<file path="src/rtl/inst_fetch_bridge_pkg.sv">
// Shared definitions for the instruction fetch bridge: bus widths,
// the NOP/zero words and the fetch FSM encoding.
package inst_fetch_bridge_pkg;

  localparam int InstAddrBus = 32;
  localparam int InstBus     = 32;

  localparam logic [InstBus-1:0] ZeroWord = 32'h0;
  localparam logic [InstBus-1:0] NopInst  = 32'h0;

  typedef enum logic {
    FETCH_IDLE = 1'b0,
    FETCH_BUSY = 1'b1
  } fetch_state_e;

  // A fetch PC is usable only when it points at a whole instruction word.
  function automatic logic isWordAligned(input logic [1:0] lowBits);
    return lowBits == 2'b00;
  endfunction

endpackage

</file>
<file path="src/rtl/inst_fetch_bridge_if.sv">
// Request/acknowledge instruction bus between the fetch bridge (master)
// and the instruction memory system (slave). One read outstanding at a time.
interface inst_fetch_bridge_if;
  import inst_fetch_bridge_pkg::*;

  logic                   req;
  logic [InstAddrBus-1:0] addr;
  logic                   ack;
  logic [InstBus-1:0]     rdata;
  logic                   err;

  modport master (
    output req,
    output addr,
    input  ack,
    input  rdata,
    input  err
  );

  modport slave (
    input  req,
    input  addr,
    output ack,
    output rdata,
    output err
  );

endinterface

</file>
<file path="src/rtl/inst_fetch_bridge.sv">
// Instruction fetch bridge: turns the core's single-cycle ROM port into
// variable-latency bus reads through a one-entry fetch buffer. Stalls the
// core while the requested PC is not in the buffer, and turns bus errors,
// timeouts and misaligned PCs into a NOP plus a one-cycle error pulse.
module inst_fetch_bridge
  import inst_fetch_bridge_pkg::*;
#(
  parameter int unsigned TIMEOUT_CYCLES = 255
) (
  input  logic                   clk,
  input  logic                   rst,
  input  logic                   rom_ce_i,
  input  logic [InstAddrBus-1:0] rom_addr_i,
  output logic [InstBus-1:0]     rom_data_o,
  output logic                   stall_req_o,
  inst_fetch_bridge_if.master    bus,
  output logic                   fetch_err_o,
  output logic [InstAddrBus-1:0] err_addr_o
);

  // A zero timeout disables the abort; keep the counter at least one bit wide.
  localparam int CntW = (TIMEOUT_CYCLES > 0) ? $clog2(TIMEOUT_CYCLES + 1) : 1;
  localparam logic [CntW-1:0] CntMax = CntW'(TIMEOUT_CYCLES);
  localparam bit TimeoutEn = (TIMEOUT_CYCLES != 0);

  fetch_state_e           state_q, state_d;
  logic                   buf_valid_q, buf_valid_d;
  logic [InstAddrBus-1:0] buf_addr_q, buf_addr_d;
  logic [InstBus-1:0]     buf_data_q, buf_data_d;
  logic                   bus_req_q, bus_req_d;
  logic [InstAddrBus-1:0] bus_addr_q, bus_addr_d;
  logic                   fetch_err_q, fetch_err_d;
  logic [InstAddrBus-1:0] err_addr_q, err_addr_d;
  logic [CntW-1:0]        cnt_q, cnt_d;

  logic hit;
  logic timeoutHit;

  assign hit        = buf_valid_q && (buf_addr_q == rom_addr_i);
  assign timeoutHit = TimeoutEn && (cnt_q == CntMax);

  assign rom_data_o  = hit ? buf_data_q : ZeroWord;
  assign stall_req_o = rom_ce_i && !hit;

  assign bus.req     = bus_req_q;
  assign bus.addr    = bus_addr_q;
  assign fetch_err_o = fetch_err_q;
  assign err_addr_o  = err_addr_q;

  // Next-state logic: start fetches on a miss in IDLE, retire them in BUSY
  // (error beats ack, so a simultaneous ack+err still yields an error fill).
  always_comb begin
    state_d     = state_q;
    buf_valid_d = buf_valid_q;
    buf_addr_d  = buf_addr_q;
    buf_data_d  = buf_data_q;
    bus_req_d   = bus_req_q;
    bus_addr_d  = bus_addr_q;
    fetch_err_d = 1'b0;
    err_addr_d  = err_addr_q;
    cnt_d       = cnt_q;

    case (state_q)
      FETCH_IDLE: begin
        if (rom_ce_i && !hit) begin
          if (isWordAligned(rom_addr_i[1:0])) begin
            state_d    = FETCH_BUSY;
            bus_req_d  = 1'b1;
            bus_addr_d = rom_addr_i;
            cnt_d      = '0;
          end else begin
            buf_valid_d = 1'b1;
            buf_addr_d  = rom_addr_i;
            buf_data_d  = NopInst;
            fetch_err_d = 1'b1;
            err_addr_d  = rom_addr_i;
          end
        end
      end

      FETCH_BUSY: begin
        if (cnt_q != '1) begin
          cnt_d = cnt_q + 1'b1;
        end
        if (bus.err || timeoutHit) begin
          buf_valid_d = 1'b1;
          buf_addr_d  = bus_addr_q;
          buf_data_d  = NopInst;
          fetch_err_d = 1'b1;
          err_addr_d  = bus_addr_q;
          bus_req_d   = 1'b0;
          state_d     = FETCH_IDLE;
        end else if (bus.ack) begin
          buf_valid_d = 1'b1;
          buf_addr_d  = bus_addr_q;
          buf_data_d  = bus.rdata;
          bus_req_d   = 1'b0;
          state_d     = FETCH_IDLE;
        end
      end

      default: begin
        state_d   = FETCH_IDLE;
        bus_req_d = 1'b0;
      end
    endcase
  end

  // Register FSM state, buffer and all bus/error outputs; reset abandons any read.
  always_ff @(posedge clk) begin
    if (rst) begin
      state_q     <= FETCH_IDLE;
      buf_valid_q <= 1'b0;
      buf_addr_q  <= ZeroWord;
      buf_data_q  <= ZeroWord;
      bus_req_q   <= 1'b0;
      bus_addr_q  <= ZeroWord;
      fetch_err_q <= 1'b0;
      err_addr_q  <= ZeroWord;
      cnt_q       <= '0;
    end else begin
      state_q     <= state_d;
      buf_valid_q <= buf_valid_d;
      buf_addr_q  <= buf_addr_d;
      buf_data_q  <= buf_data_d;
      bus_req_q   <= bus_req_d;
      bus_addr_q  <= bus_addr_d;
      fetch_err_q <= fetch_err_d;
      err_addr_q  <= err_addr_d;
      cnt_q       <= cnt_d;
    end
  end

endmodule

</file>
<file path="src/flat_wrapper.sv">
// flat-port wrapper written by rule: the top's interface ports become plain ports
module inst_fetch_bridge_flat import inst_fetch_bridge_pkg::*;
#(
  parameter int unsigned TIMEOUT_CYCLES = 255
)
  (clk, rst, rom_ce_i, rom_addr_i, rom_data_o, stall_req_o, fetch_err_o, err_addr_o, bus_req, bus_addr, bus_ack, bus_rdata, bus_err);
  inst_fetch_bridge_if bus_i ();
  input  logic clk;
  input  logic rst;
  input  logic rom_ce_i;
  input  logic [InstAddrBus-1:0] rom_addr_i;
  output logic [InstBus-1:0] rom_data_o;
  output logic stall_req_o;
  output logic fetch_err_o;
  output logic [InstAddrBus-1:0] err_addr_o;
  output wire logic [$bits(bus_i.req)-1:0] bus_req;
  output wire logic [$bits(bus_i.addr)-1:0] bus_addr;
  input wire logic [$bits(bus_i.ack)-1:0] bus_ack;
  input wire logic [$bits(bus_i.rdata)-1:0] bus_rdata;
  input wire logic [$bits(bus_i.err)-1:0] bus_err;
  assign bus_req = bus_i.req;
  assign bus_addr = bus_i.addr;
  assign bus_i.ack = bus_ack;
  assign bus_i.rdata = bus_rdata;
  assign bus_i.err = bus_err;
  inst_fetch_bridge #(.TIMEOUT_CYCLES(TIMEOUT_CYCLES)) u_core (.clk(clk), .rst(rst), .rom_ce_i(rom_ce_i), .rom_addr_i(rom_addr_i), .rom_data_o(rom_data_o), .stall_req_o(stall_req_o), .bus(bus_i), .fetch_err_o(fetch_err_o), .err_addr_o(err_addr_o));
endmodule
</file>
<file path="config.mk">
export PLATFORM = sky130hd
export DESIGN_NAME = inst_fetch_bridge_flat
export DESIGN_NICKNAME = d
export VERILOG_FILES = /design/src/rtl/inst_fetch_bridge_pkg.sv /design/src/rtl/inst_fetch_bridge_if.sv /design/src/rtl/inst_fetch_bridge.sv /design/src/flat_wrapper.sv
export SDC_FILE = /design/constraint.sdc
export NUM_CORES = 1
export LEC_CHECK = 0
export BUFFER_PORTS_ARGS = -buffer_cell sky130_fd_sc_hd__buf_4
export CAP_MARGIN = 20
export CORE_UTILIZATION = 40
export DETAILED_ROUTE_END_ITERATION = 16
export PLACE_DENSITY_LB_ADDON = 0.15
export SLEW_MARGIN = 25
export SYNTH_ARGS = -nofsm -noshare
export SYNTH_HDL_FRONTEND = slang
export SYNTH_SLANG_ARGS = --single-unit
</file>
<file path="constraint.sdc">
create_clock -name clk -period 2.3 [get_ports clk]
set_input_delay 0.115 -clock clk [delete_from_list [all_inputs] [get_ports clk]]
set_output_delay 0.115 -clock clk [all_outputs]
set_load 0.02 [all_outputs]
</file>
Yosys cells after proc, flatten, opt, wreduce, memory -nomap -nowiden
Cells that the tools add are included.

word-level totals
  input bits = 69
  logic and storage cells = 66
  register bits = 140
  output and inout port bits = 99

cells by class
  eq/ne operators = 9
  mux-type cells = 36
  add/subtract/negate cells = 1
  bitwise gates (word level) = 1
  reduce and logical (&&, ||, !) cells = 10

operator list
  operator             count
  $mux 32              10
  $pmux 32 s2          3
  $eq 32x32->1         1
  $mux 8               3
  $pmux 8 s2           1
  $mux 1               15
  $reduce_and 3->1     5
  $add 8x1->8 const B  1
  $eq 8x8->1 const B   1
  $ne 2x2->1 const B   4
  $ne 8x8->1 const B   1
  $pmux 1 s2           4
  $ne 3x3->1 const B   1
  $logic_and 1x1->1    2
  $logic_not 2->1      1
  $ne 2x1->1 const B   1
  $logic_not 1->1      1
  $logic_or 1x1->1     1
  $not 1->1            1

Logic depth before layout (Yosys ltp)
  depth in word-level cells = 6
  mapped depth = 8

Worst setup path after synthesis
OpenSTA, ideal clock, no wires.

  path kind = register to register
  from = reg u_core.cnt_q[0]
  to = reg u_core.buf_data_q[10]
  path buffers = 1
  setup time = 60 ps
  path slack = 299 ps
  period minus slack after synthesis = 2001 ps
  arrival = 1941 ps
  cell stages (with the launch flop) = 8
  cell sequence = dfxtp_1 ha_1 nand2_1 nor4_4 nand2b_1 nor4b_1 clkbuf_1 a22o_1

between the ends
  cells in the longest elaborated chain, start to end = 4
  elaborated cells on any way between the ends = 6
  those cells by class = 2 x eq/ne; 2 x mux; 2 x reduce/logical

ends and longest elaborated chain
  item                                                              line                      text
  from (decl)                                                       inst_fetch_bridge.sv:34   logic [CntW-1:0] cnt_q, cnt_d;
  from (signal assigned)                                            inst_fetch_bridge.sv:130  cnt_q <= cnt_d;
  $eq 8x8->1 (*)                                                    inst_fetch_bridge.sv:40   assign timeoutHit = TimeoutEn && (cnt_q == CntMax);
  $logic_or 1x1->1 (*)                                              inst_fetch_bridge.sv:85   if (bus.err || timeoutHit) begin
  $ne 3x3->1 (no source line) or $mux 32 (tied branches)            -
  $reduce_and 3->1 (no source line) or $pmux 32 s2 (tied branches)  -
  to (signal assigned)                                              inst_fetch_bridge.sv:115  buf_data_q <= ZeroWord;
  to (signal assigned)                                              inst_fetch_bridge.sv:125  buf_data_q <= buf_data_d;
  to (decl)                                                         inst_fetch_bridge.sv:29   logic [InstBus-1:0] buf_data_q, buf_data_d;

Mark *: on every way between the ends. The rest lies on a longest branch, timed or not.
A chain may end at the register's enable or synchronous reset.

Worst setup path in the final report
  from = in rom_addr_i[9]
  to = out rom_data_o[9]

between the ends
  cells in the longest elaborated chain, start to end = 3

ends and longest elaborated chain
  item               line                     text
  from (decl)        flat_wrapper.sv:11       input logic [InstAddrBus-1:0] rom_addr_i;
  $eq 32x32->1       inst_fetch_bridge.sv:39  assign hit = buf_valid_q && (buf_addr_q == rom_addr_i);
  $logic_and 1x1->1  inst_fetch_bridge.sv:39
  $mux 32            inst_fetch_bridge.sv:42  assign rom_data_o = hit ? buf_data_q : ZeroWord;
  to (decl)          flat_wrapper.sv:12       output logic [InstBus-1:0] rom_data_o;

No other way between the ends.

==> results.md <==
- DRT antenna net count: 0
- Ys Warns: 0
- Fmax achieved: between 400 and 500 MHz
- Net Count, Synth: roughly 760
- DRC: 0
- CP top delay family: buffers and inverters
- Vias in the first global route: ~5,900
- # setup viols final: 22
- Count leader, synth: dfxtp_1
- Failing checks: negative setup slack
- Fillcell total: 1,278
- Hold Slack: 0.0176 ns
- Buffers on Ports: 167
- Initial antenna violation count: 0
- RSZ-0062 raised after global routing: yes
- H-tree lvl count: 4
- Root Buffer: clkbuf_16
- TritonCTS clock tree: built
- Initial DRC Count: a little under 400
- Worst min path class: input pin to register
- Final Hold Viols: 0
- Synth top area share: 0.439
- Final Slew Violations: 0
- CP startpoint kind: input pin
- Share of layout cells above drive strength 1: 0.341
- Synth area leaders: dfxtp_1 (44%), mux2i_1 (9.7%), o221a_2 (5.5%)
- Detail-routed via count per cell: between 5 and 6
- Avg WL per Cell: between 15 and 20 um
- Largest net degree at the start of global routing: 42
- Worst path max stage delay: 0.54 ns
- Seq/Total Area, Yosys: 0.439
- DIE WIDTH: 128 um
- Buf+Inv Stages, Crit Path: 4
- Final worst slack: -0.0300 ns
- Cell area after synthesis: 0.00639 mm2
- Grt total ovfl: 0
- Clock power frac: 0.449
- Max-Cap Viols: 0
- Clock tree buffer depth: 2
- Period utilization: 1.01
- Cell Count, Final, Fillers Out: 1,131
- Pleak: 4.05 nW
- Final nets: 977
- Asr flop ratio synth: 0
- Worst vdd ir: 0.494 mV
- Dpl cells: 1,030
- Clock-pin slew on the worst setup and hold paths: 0.05 ns
- # IOs: about 170
- Seq pwr share: 0.399
- Most used DFF post-synth: dfxtp_1
- Setup Crit Path Kind: input pin to primary output
- Die H: 128 um
- Crit path max-delay cell type: dlygate4sd3_1
- Yosys top cell by area: dfxtp_1
- Number of library cell types mapped by synthesis: 43
- Critical Path AT: between 2 and 2.5 ns
- Status: complete, but fails checks
- Total design power: 6.64 mW
- Worst-margin pin slew: 0.672 ns
- Tmin final: between 2 and 2.5 ns
- Syn_area_per_cell: between 9 and 10 um2
- Power share of the combinational group: 0.152
- First-pass GRT wire length: 30,400 um
- Post-Route WL: 19,800 um
- Number of flops mapped to enable cells by yosys: 0
- Synth Register Bits: 140
- Internal: between 4 and 5 mW
- Net Sw Frac: 0.251
- Via count: 6,071
- Synth top cells by count: dfxtp_1 (140), nand2_1 (71), nor2_1 (71)
- Final setup TNS: -0.367 ns
- Core area: 0.0154 mm2
- Post-Syn Instances: between 600 and 700
- Die ar.: between 0.015 and 0.02 mm2
- Placer's final routability congestion estimate: 0.802
- CTS sink cnt: 140
- Clock skew: about 0.0086 ns
- Starting Density: 0.416
- Switching Power: roughly 1.7 mW
- Total track usage: 0.238
- Pre-antenna DRT Iters: 5
- Num CTS Buffers: 17
- Clk_lat worst skew: about 0.43 ns
- P&R area growth vs syn: 49.9%
- Worst-path cell chain: dlygate4sd3_1 > buf_4 > xnor2_1 > nand4_1 > nor4_4 > and4_4 > clkbuf_16 > and2_1 > buf_6
- Inserted Diodes: 0
- Crit Path Max Fanout: 8
- Critical Path Sink Type: primary output
- Slew headroom: 0.552
- WP data required: about 2.2 ns
- Power Density: 694 mW/mm2
- Row count: between 40 and 50
- Placed wire-length estimate: 12,200 um
[power groups by stage]
stage          Combinational, mW  Sequential (mW)  Clock [mW]
3_3_place_gp               0.865             2.69           0
4_1_cts                    0.976             2.64        3.02
3_5_place_dp               0.882             2.69           0
5_1_grt                     1.08             2.66        3.11
2_1_floorplan              0.438             2.76           0
6_report                    1.01             2.65        2.98
[through the flow]
stage | setup WS (ns) | cell area, um2 | utilization
4_1_cts | 0.00141 | 9210 | 0.599
3_5_place_dp | 0.0924 | 7920 | 0.515
3_3_place_gp | 0.149 | 7920 | 0.515
5_1_grt | -0.105 | 9570 | 0.623
2_1_floorplan | 0.299 | 6390 | -
6_report | -0.0300 | 9570 | 0.623
[state kept, by name, indices dropped and copies added (netlist names)]
name and cells:
u_core.buf_data_q 32, u_core.buf_addr_q 32, u_core.buf_valid_q 1, u_core.err_addr_o 32, u_core.cnt_q 8, u_core.bus.addr 32
u_core.bus.req 1, u_core.fetch_err_o 1, u_core.state_q 1
[cells by family after synthesis]
kind of cell | count (synthesis) | synth area share
AND/OR/NAND/NOR | 240 | 0.183
AO/OA/AOI/OAI | 150 | 0.190
flip-flops | 140 | 0.439
multiplexers | 62 | 0.0972
buffers and inverters | 61 | 0.0423
XOR/XNOR | 34 | 0.0466
adder cells (fa/ha/maj) | 1 | 0.00196
[layout by cell type (no fill, tap or decap), types with 3 or more instances in the layout]
| cell type | n |
|---|---|
| o32ai_1 | 6 |
| nand2_1 | 71 |
| or3_1 | 3 |
| buf_12 | 8 |
| a21oi_1 | 36 |
| xnor2_1 | 24 |
| a22o_1 | 32 |
| a211oi_1 | 20 |
| and2_4 | 18 |
| inv_1 | 4 |
| xnor2_2 | 7 |
| dfxtp_1 | 130 |
| and2_1 | 15 |
| buf_4 | 155 |
| mux2i_1 | 62 |
| dfxtp_2 | 10 |
| a211oi_2 | 12 |
| nand4_1 | 8 |
| nor2_1 | 70 |
| buf_6 | 26 |
| clkbuf_16 | 20 |
| clkinvlp_4 | 3 |
| bufinv_16 | 5 |
| dlygate4sd3_1 | 63 |
| clkinv_2 | 5 |
| o221a_2 | 31 |
| xor2_1 | 3 |
| nand2b_1 | 35 |
| nand3_1 | 6 |
[area by class of cell]
type	instances	area [um2]	area share
Inverter	5	18.8	0.00196
Clock inverter	13	198	0.0207
Multi-Input combinational cell	487	3510	0.367
Timing Repair Buffer	256	2330	0.244
Clock buffer	19	433	0.0452
Sequential cell	140	2820	0.294
Tap cell	211	264	0.0276
[path summary, 6_finish.rpt]
kind	startpoint	end	slack, ns	cells after the start
setup / recovery	rom_addr_i[9]	rom_data_o[9]	-0.03	9
hold / removal	rom_addr_i[15]	u_core.buf_addr_q[15]$_SDFFE_PP0P_	0.02	2
setup reg to reg	u_core.buf_addr_q[18]$_SDFFE_PP0P_	u_core.err_addr_o[29]$_SDFFE_PP0P_	0.04	9
hold reg to reg	u_core.buf_data_q[13]$_SDFFE_PP0P_	u_core.buf_data_q[13]$_SDFFE_PP0P_	0.47	1
[worst register-to-register path: cells and delay by family, from the launching register on]
family	cells	cell delay [ns]
simple gates	3	0.75
buf+inv	3	0.50
compound gates	2	0.35
flops	1	0.32
xor+xnor	1	0.24
[what timing repair did]
item | CTS | global route
buffers inserted | 1 | 1
gates resized for setup | 4 | 76
gates cloned | 0 | 4
pin swaps | 3 | 28
hold buffers | 64 | 0
hold endpoints to repair | 77 | 0
setup endpoints to repair | 33 | 33
[layer usage]
metal,track usage,vias up,wire length [um]
met5,0,-,0
met4,0.0844,0,359
met3,0.0586,28,952
met2,0.390,168,9440
met1,0.303,2994,9060
li1,-,2881,-
(Power assumes the default switching activity.)
